==> src/rtl/bin_to_bcd_if.sv <==
// Start/done handshake and result bus between a conversion controller and bin_to_bcd_seq.
// The master requests conversions and the slave, the converter, returns BCD digits.
interface bin_to_bcd_if #(
  parameter int BIN_WIDTH = 8,
  parameter int DIGITS    = 3
);
  logic                  start;
  logic [BIN_WIDTH-1:0]  bin_in;
  logic                  busy;
  logic                  done;
  logic [4*DIGITS-1:0]   bcd_out;
  logic                  overflow;
  logic [DIGITS-1:0]     blank_mask;

  modport master (
    output start, bin_in,
    input  busy, done, bcd_out, overflow, blank_mask
  );

  modport slave (
    input  start, bin_in,
    output busy, done, bcd_out, overflow, blank_mask
  );
endinterface

==> src/rtl/bin_to_bcd_seq.sv <==
// Sequential double-dabble binary-to-BCD converter, one input bit per clock.
// Optional leading-zero blank mask is enabled with `define BIN_TO_BCD_BLANK_EN.
module bin_to_bcd_seq #(
  parameter int BIN_WIDTH = 8,
  parameter int DIGITS    = 3
) (
  input  logic        clk,
  input  logic        reset,
  bin_to_bcd_if.slave bus
);
  localparam int BCD_W = 4 * DIGITS;
  localparam int CNT_W = $clog2(BIN_WIDTH + 1);
  localparam logic [BCD_W-1:0] NINES = {DIGITS{4'h9}};

  localparam logic [0:0] IDLE = 1'b0;
  localparam logic [0:0] CONV = 1'b1;

  logic [0:0]           state_q, state_d;
  logic [BIN_WIDTH-1:0] shift_q, shift_d;
  logic [BCD_W:0]       acc_q, acc_d, acc_adj, acc_shift;
  logic [CNT_W-1:0]     cnt_q, cnt_d;
  logic                 busy_q, busy_d;
  logic                 done_q, done_d;
  logic                 ovf_q, ovf_d;
  logic [BCD_W-1:0]     bcd_q, bcd_d;
  logic                 last_step;

  assign last_step = (state_q == CONV) && (cnt_q == CNT_W'(1));

  // Add-3 correction on every full nibble before it is doubled.
  always_comb begin
    acc_adj = acc_q;
    for (int i = 0; i < DIGITS; i++) begin
      if (acc_q[4*i +: 4] >= 4'd5) acc_adj[4*i +: 4] = acc_q[4*i +: 4] + 4'd3;
    end
  end

  // The spare top bit is sticky: once a carry leaves the top digit the value
  // is known to exceed 10^DIGITS-1, since the partial value only ever grows.
  assign acc_shift = {acc_adj[BCD_W] | acc_adj[BCD_W-1],
                      acc_adj[BCD_W-2:0],
                      shift_q[BIN_WIDTH-1]};

  always_comb begin
    // NOTE: every next-state signal takes its default first, so no path leaves one unassigned and no latch is inferred.
    state_d = state_q;
    shift_d = shift_q;
    acc_d   = acc_q;
    cnt_d   = cnt_q;
    busy_d  = busy_q;
    done_d  = 1'b0;
    ovf_d   = ovf_q;
    bcd_d   = bcd_q;
    case (state_q)
      IDLE: begin
        if (bus.start) begin
          shift_d = bus.bin_in;
          acc_d   = '0;
          cnt_d   = CNT_W'(BIN_WIDTH);
          busy_d  = 1'b1;
          state_d = CONV;
        end
      end
      CONV: begin
        acc_d   = acc_shift;
        shift_d = {shift_q[BIN_WIDTH-2:0], 1'b0};
        cnt_d   = cnt_q - CNT_W'(1);
        if (last_step) begin
          busy_d  = 1'b0;
          done_d  = 1'b1;
          state_d = IDLE;
          ovf_d   = acc_shift[BCD_W];
          bcd_d   = acc_shift[BCD_W] ? NINES : acc_shift[BCD_W-1:0];
        end
      end
    endcase
  end

  // NOTE: registers use non-blocking assignment so every flop samples pre-edge values.
  always_ff @(posedge clk or negedge reset) begin
    if (!reset) begin
      state_q <= IDLE;
      shift_q <= '0;
      acc_q   <= '0;
      cnt_q   <= '0;
      busy_q  <= 1'b0;
      done_q  <= 1'b0;
      ovf_q   <= 1'b0;
      bcd_q   <= '0;
    end else begin
      state_q <= state_d;
      shift_q <= shift_d;
      acc_q   <= acc_d;
      cnt_q   <= cnt_d;
      busy_q  <= busy_d;
      done_q  <= done_d;
      ovf_q   <= ovf_d;
      bcd_q   <= bcd_d;
    end
  end

  assign bus.busy     = busy_q;
  assign bus.done     = done_q;
  assign bus.bcd_out  = bcd_q;
  assign bus.overflow = ovf_q;

`ifdef BIN_TO_BCD_BLANK_EN
  // Leading-zero flags: a digit blanks only if it and all digits above are zero.
  function automatic logic [DIGITS-1:0] blank_of(input logic [BCD_W-1:0] digits);
    logic lead;
    blank_of = '0;
    lead     = 1'b1;
    for (int i = DIGITS - 1; i >= 1; i--) begin
      lead        = lead & (digits[4*i +: 4] == 4'd0);
      blank_of[i] = lead;
    end
  endfunction

  logic [DIGITS-1:0] blank_q;

  always_ff @(posedge clk or negedge reset) begin
    if (!reset) begin
      blank_q <= '0;
    end else if (last_step) begin
      blank_q <= acc_shift[BCD_W] ? '0 : blank_of(acc_shift[BCD_W-1:0]);
    end
  end

  assign bus.blank_mask = blank_q;
`else
  assign bus.blank_mask = '0;
`endif
endmodule

==> src/flat_wrapper.sv <==
// flat-port wrapper written by rule: the top's interface ports become plain ports
module bin_to_bcd_seq_flat 
#(
  parameter int BIN_WIDTH = 8,
  parameter int DIGITS    = 3
)
  (clk, reset, bus_start, bus_bin_in, bus_busy, bus_done, bus_bcd_out, bus_overflow, bus_blank_mask);
  bin_to_bcd_if #(.BIN_WIDTH(BIN_WIDTH), .DIGITS(DIGITS)) bus_i ();
  input  logic clk;
  input  logic reset;
  input wire logic [$bits(bus_i.start)-1:0] bus_start;
  input wire logic [$bits(bus_i.bin_in)-1:0] bus_bin_in;
  output wire logic [$bits(bus_i.busy)-1:0] bus_busy;
  output wire logic [$bits(bus_i.done)-1:0] bus_done;
  output wire logic [$bits(bus_i.bcd_out)-1:0] bus_bcd_out;
  output wire logic [$bits(bus_i.overflow)-1:0] bus_overflow;
  output wire logic [$bits(bus_i.blank_mask)-1:0] bus_blank_mask;
  assign bus_i.start = bus_start;
  assign bus_i.bin_in = bus_bin_in;
  assign bus_busy = bus_i.busy;
  assign bus_done = bus_i.done;
  assign bus_bcd_out = bus_i.bcd_out;
  assign bus_overflow = bus_i.overflow;
  assign bus_blank_mask = bus_i.blank_mask;
  bin_to_bcd_seq #(.BIN_WIDTH(BIN_WIDTH), .DIGITS(DIGITS)) u_core (.clk(clk), .reset(reset), .bus(bus_i));
endmodule
==> config.mk <==
export PLATFORM = sky130hd
export DESIGN_NAME = bin_to_bcd_seq_flat
export DESIGN_NICKNAME = d
export VERILOG_FILES = /design/src/rtl/bin_to_bcd_if.sv /design/src/rtl/bin_to_bcd_seq.sv /design/src/flat_wrapper.sv
export SDC_FILE = /design/constraint.sdc
export NUM_CORES = 1
export LEC_CHECK = 0
export CAP_MARGIN = 20
export CORE_MARGIN = 2
export CORE_UTILIZATION = 40
export DETAILED_ROUTE_END_ITERATION = 12
export SLEW_MARGIN = 15
export SYNTH_ARGS = -nofsm -noshare
export SYNTH_HDL_FRONTEND = slang
export SYNTH_SLANG_ARGS = --single-unit
==> constraint.sdc <==
create_clock -name clk -period 2 [get_ports clk]
set_input_delay 0.4 -clock clk [delete_from_list [all_inputs] [get_ports clk]]
set_output_delay 0.4 -clock clk [all_outputs]
set_load 0.01 [all_outputs]
==> flow_summary.yaml <==
detailed_routing:
  wl_per_cell_um: 13.22
  viasPerCell: 5.134
  wirelength_um: 3846
  drc_errors: 0
  drtIter0Drc: 36
  num_vias: 1494
  dr.pass1.iters: 4
  antenna_left: 0
sta:
  slew_headroom: 0.6317
  fin_skew_ps: 3.000
  slew_viol_final: 0
  period_share: 0.8488
  fin_crit_ps: 1698
  fmax_mhz: 589.0
  rsz0062_at_grt: "false"
  finalHoldViolations: 0
  worst_pin_slew_ps: 551.9
  finalSetupTns_ps: 0
  setup_violations: 0
  setup_slack_ps: 302.3
setup_path:
  cp_data_required_time_ps: 2200
  cpLargestDelayFamily: "flip-flops"
  slowest_stage: "dfrtp_1"
  crit_chain: "inv_1 -> ha_1 -> nand2b_1 -> a21oi_1 -> mux2_2 -> o31ai_1"
  reg2reg_setup_slack_ps: 300
  r2r_cells: 6
  slowest_delay_ps: 430
  end_kind: "flip-flop"
  crit_arrival_ps: 1900
  path_buf_inv: 1
  r2r-end: "u_core.bus.bcd_out[10]"
  cp_max_fo: 4
  rr_startpoint: "u_core.acc_q[8]"
  path_class: "flip-flop to flip-flop"
  cp-start-kind: "flip-flop"
yosys:
  syn_area_sq_um: 1991
  yosysTopAreaCell: "dfrtp_1"
  yosysSeqAreaShare: 0.5154
  ys_warn_count: 0
  synthTopCellsByArea: "dfrtp_1 52%, ha_1 5.0%, mux2i_1 5.0%"
  synth_top_area_share: 0.5154
  ys_seq_elements: 41
  synthCells: 195
  ys_types: 38
  syn_area_per_cell_sq_um: 10.21
clock_network:
  cts-root-buf: "clkbuf_8"
  clkTransAtPathRegs_ps: 80
  clock_sinks: 41
  cts_tree: "built"
  cts_buffers: 5
  htreeDepth: 2
  worstSkewPairLatency_ps: 290
  ctsHoldBuffers: 0
  cts_buffer_depth: 2
  cts_resized: 0
  postCtsSetupBuffers: 0
global_route:
  grt_overflow_total: 0
  antenna_found_initial: 0
  grt.total_usage: 0.1594
  grt_pass1_wl_um: 6734
  grt_max_degree: 30
  grt_pass1_vias: 1479
floorplan:
  start_util: 0.4187
  die_h_um: 74.55
  core_sq_um: 4755
  ios: 29
  die_x_um: 74.55
  fp.dieArea_sq_um: 5557
  rows: 25
final_layout:
  multiInputGateArea_sq_um: 855.8
  finalNetCount: 242
  layout_commonest_cell: "dfrtp_1"
  layout_common_cells: "41 x dfrtp_1, 24 x clkdlybuf4s50_1, 22 x nand2_1, 12 x a21oi_1, 11 x o21ai_0"
  drive_gt1_frac: 0.09821
  seq_area_sq_um: 1026
  final_area_sq_um: 2432
  antenna_cells: 0
  area_growth_pct: 22.19
  fill_cells: 446
run_status:
  status: "completed"
power:
  ir_drop_v: 0.0004795
  p_leak_nw: 1.077
  finalPower_w: 0.003933
  power.density_nw_per_um2: 1617
place:
  routabilityCongestion: 0.8379
  port_buffers: 25
  pre_cts_slack_ps: 279.9
  place_area_sq_um: 2312
  hpwl_um: 2783
min_path:
  hp-class: "primary input to asynchronous set/reset pin"
run:
  cap_violations: 0
## cell families (layout without fill, tap and decap cells)
group / count (synthesis) / after routing / share of synthesized area
AO/OA/AOI/OAI: 54 / 54 / 0.1747
XOR/XNOR: 3 / 3 / 0.01320
adder cells (fa/ha/maj): 8 / 8 / 0.05028
buffers and inverters: 25 / 52 / 0.05845
flip-flops: 41 / 41 / 0.5154
multiplexers: 11 / 11 / 0.05594
other: 1 / 3 / 0.001884
AND/OR/NAND/NOR: 52 / 52 / 0.1301
## cell usage after synthesis
cell type / n
a211o_1: 1
a211oi_2: 1
a21o_1: 4
a21oi_1: 12
a22o_1: 1
a31o_1: 3
a31o_2: 1
a31oi_1: 5
and2_1: 4
buf_1: 1
buf_2: 3
buf_4: 3
buf_6: 1
clkbuf_1: 6
clkinv_1: 1
conb_1: 1
dfrtp_1: 41
ha_1: 8
inv_1: 10
mux2_2: 1
mux2i_1: 10
nand2_1: 22
nand2b_1: 3
nand3b_1: 1
nor2_1: 10
nor2b_1: 1
nor3_1: 2
nor3b_1: 7
nor3b_2: 1
o21ai_0: 11
o21ai_2: 1
o21bai_1: 1
o22a_1: 1
o22ai_1: 8
o2bb2ai_1: 1
o31ai_1: 3
or3_1: 1
xnor2_1: 3
## worst max path at each step
stage / start / end / slack, ps / cells after the start
floorplan: u_core.acc_q[8] / u_core.bus.bcd_out[10] / 440 / 6
global placement: u_core.cnt_q[0] / u_core.bus.bcd_out[6] / 340 / 5
detailed placement: bus_start / u_core.shift_q[1] / 280 / 4
CTS: u_core.acc_q[8] / u_core.bus.bcd_out[1] / 300 / 7
global route: u_core.cnt_q[0] / u_core.bus.bcd_out[4] / 90 / 6
finish: u_core.acc_q[8] / u_core.bus.bcd_out[10] / 300 / 6
## power breakdown
part           internal [W]  total (W)  switching [W]
registers           0.00120    0.00146       0.000255
clock network      0.000406   0.000701       0.000295
logic              0.000886    0.00178       0.000892
## state kept, by name (all words and copies together), names as in the netlist
signal	cells
u_core.acc_q	13
u_core.bus.bcd_out	12
u_core.shift_q	8
u_core.cnt_q	4
u_core.bus.busy	1
u_core.bus.done	1
u_core.bus.overflow	1
u_core.state_q	1
## stage by stage
step	utilization	instances	hold WS (ps)
6_report	0.5116	291	68.75
5_1_grt	0.5116	291	99.38
3_3_place_gp	0.4863	283	405.0
2_1_floorplan	-	197	104.4
4_1_cts	0.5116	291	78.72
3_5_place_dp	0.4863	283	409.5
## layer usage
layer / part of all wire / track usage / up-vias / wire length (um)
li1: - / - / 724 / -
met3: 0.037 / 0.04201 / 10 / 144
met1: 0.47 / 0.1985 / 731 / 1821
met4: 0.022 / 0.06746 / 0 / 85
met2: 0.47 / 0.2625 / 29 / 1794
met5: 0 / 0 / - / 0
## final cells by class
class                           instances  area share
Clock inverter                          2     0.01543
Tap cell                               67     0.03447
Timing Repair Buffer                   33      0.1255
Multi-Input combinational cell        131      0.3519
Inverter                               11     0.01698
Clock buffer                            6     0.03395
Sequential cell                        41      0.4218
Power figures use the tool's default switching activity.
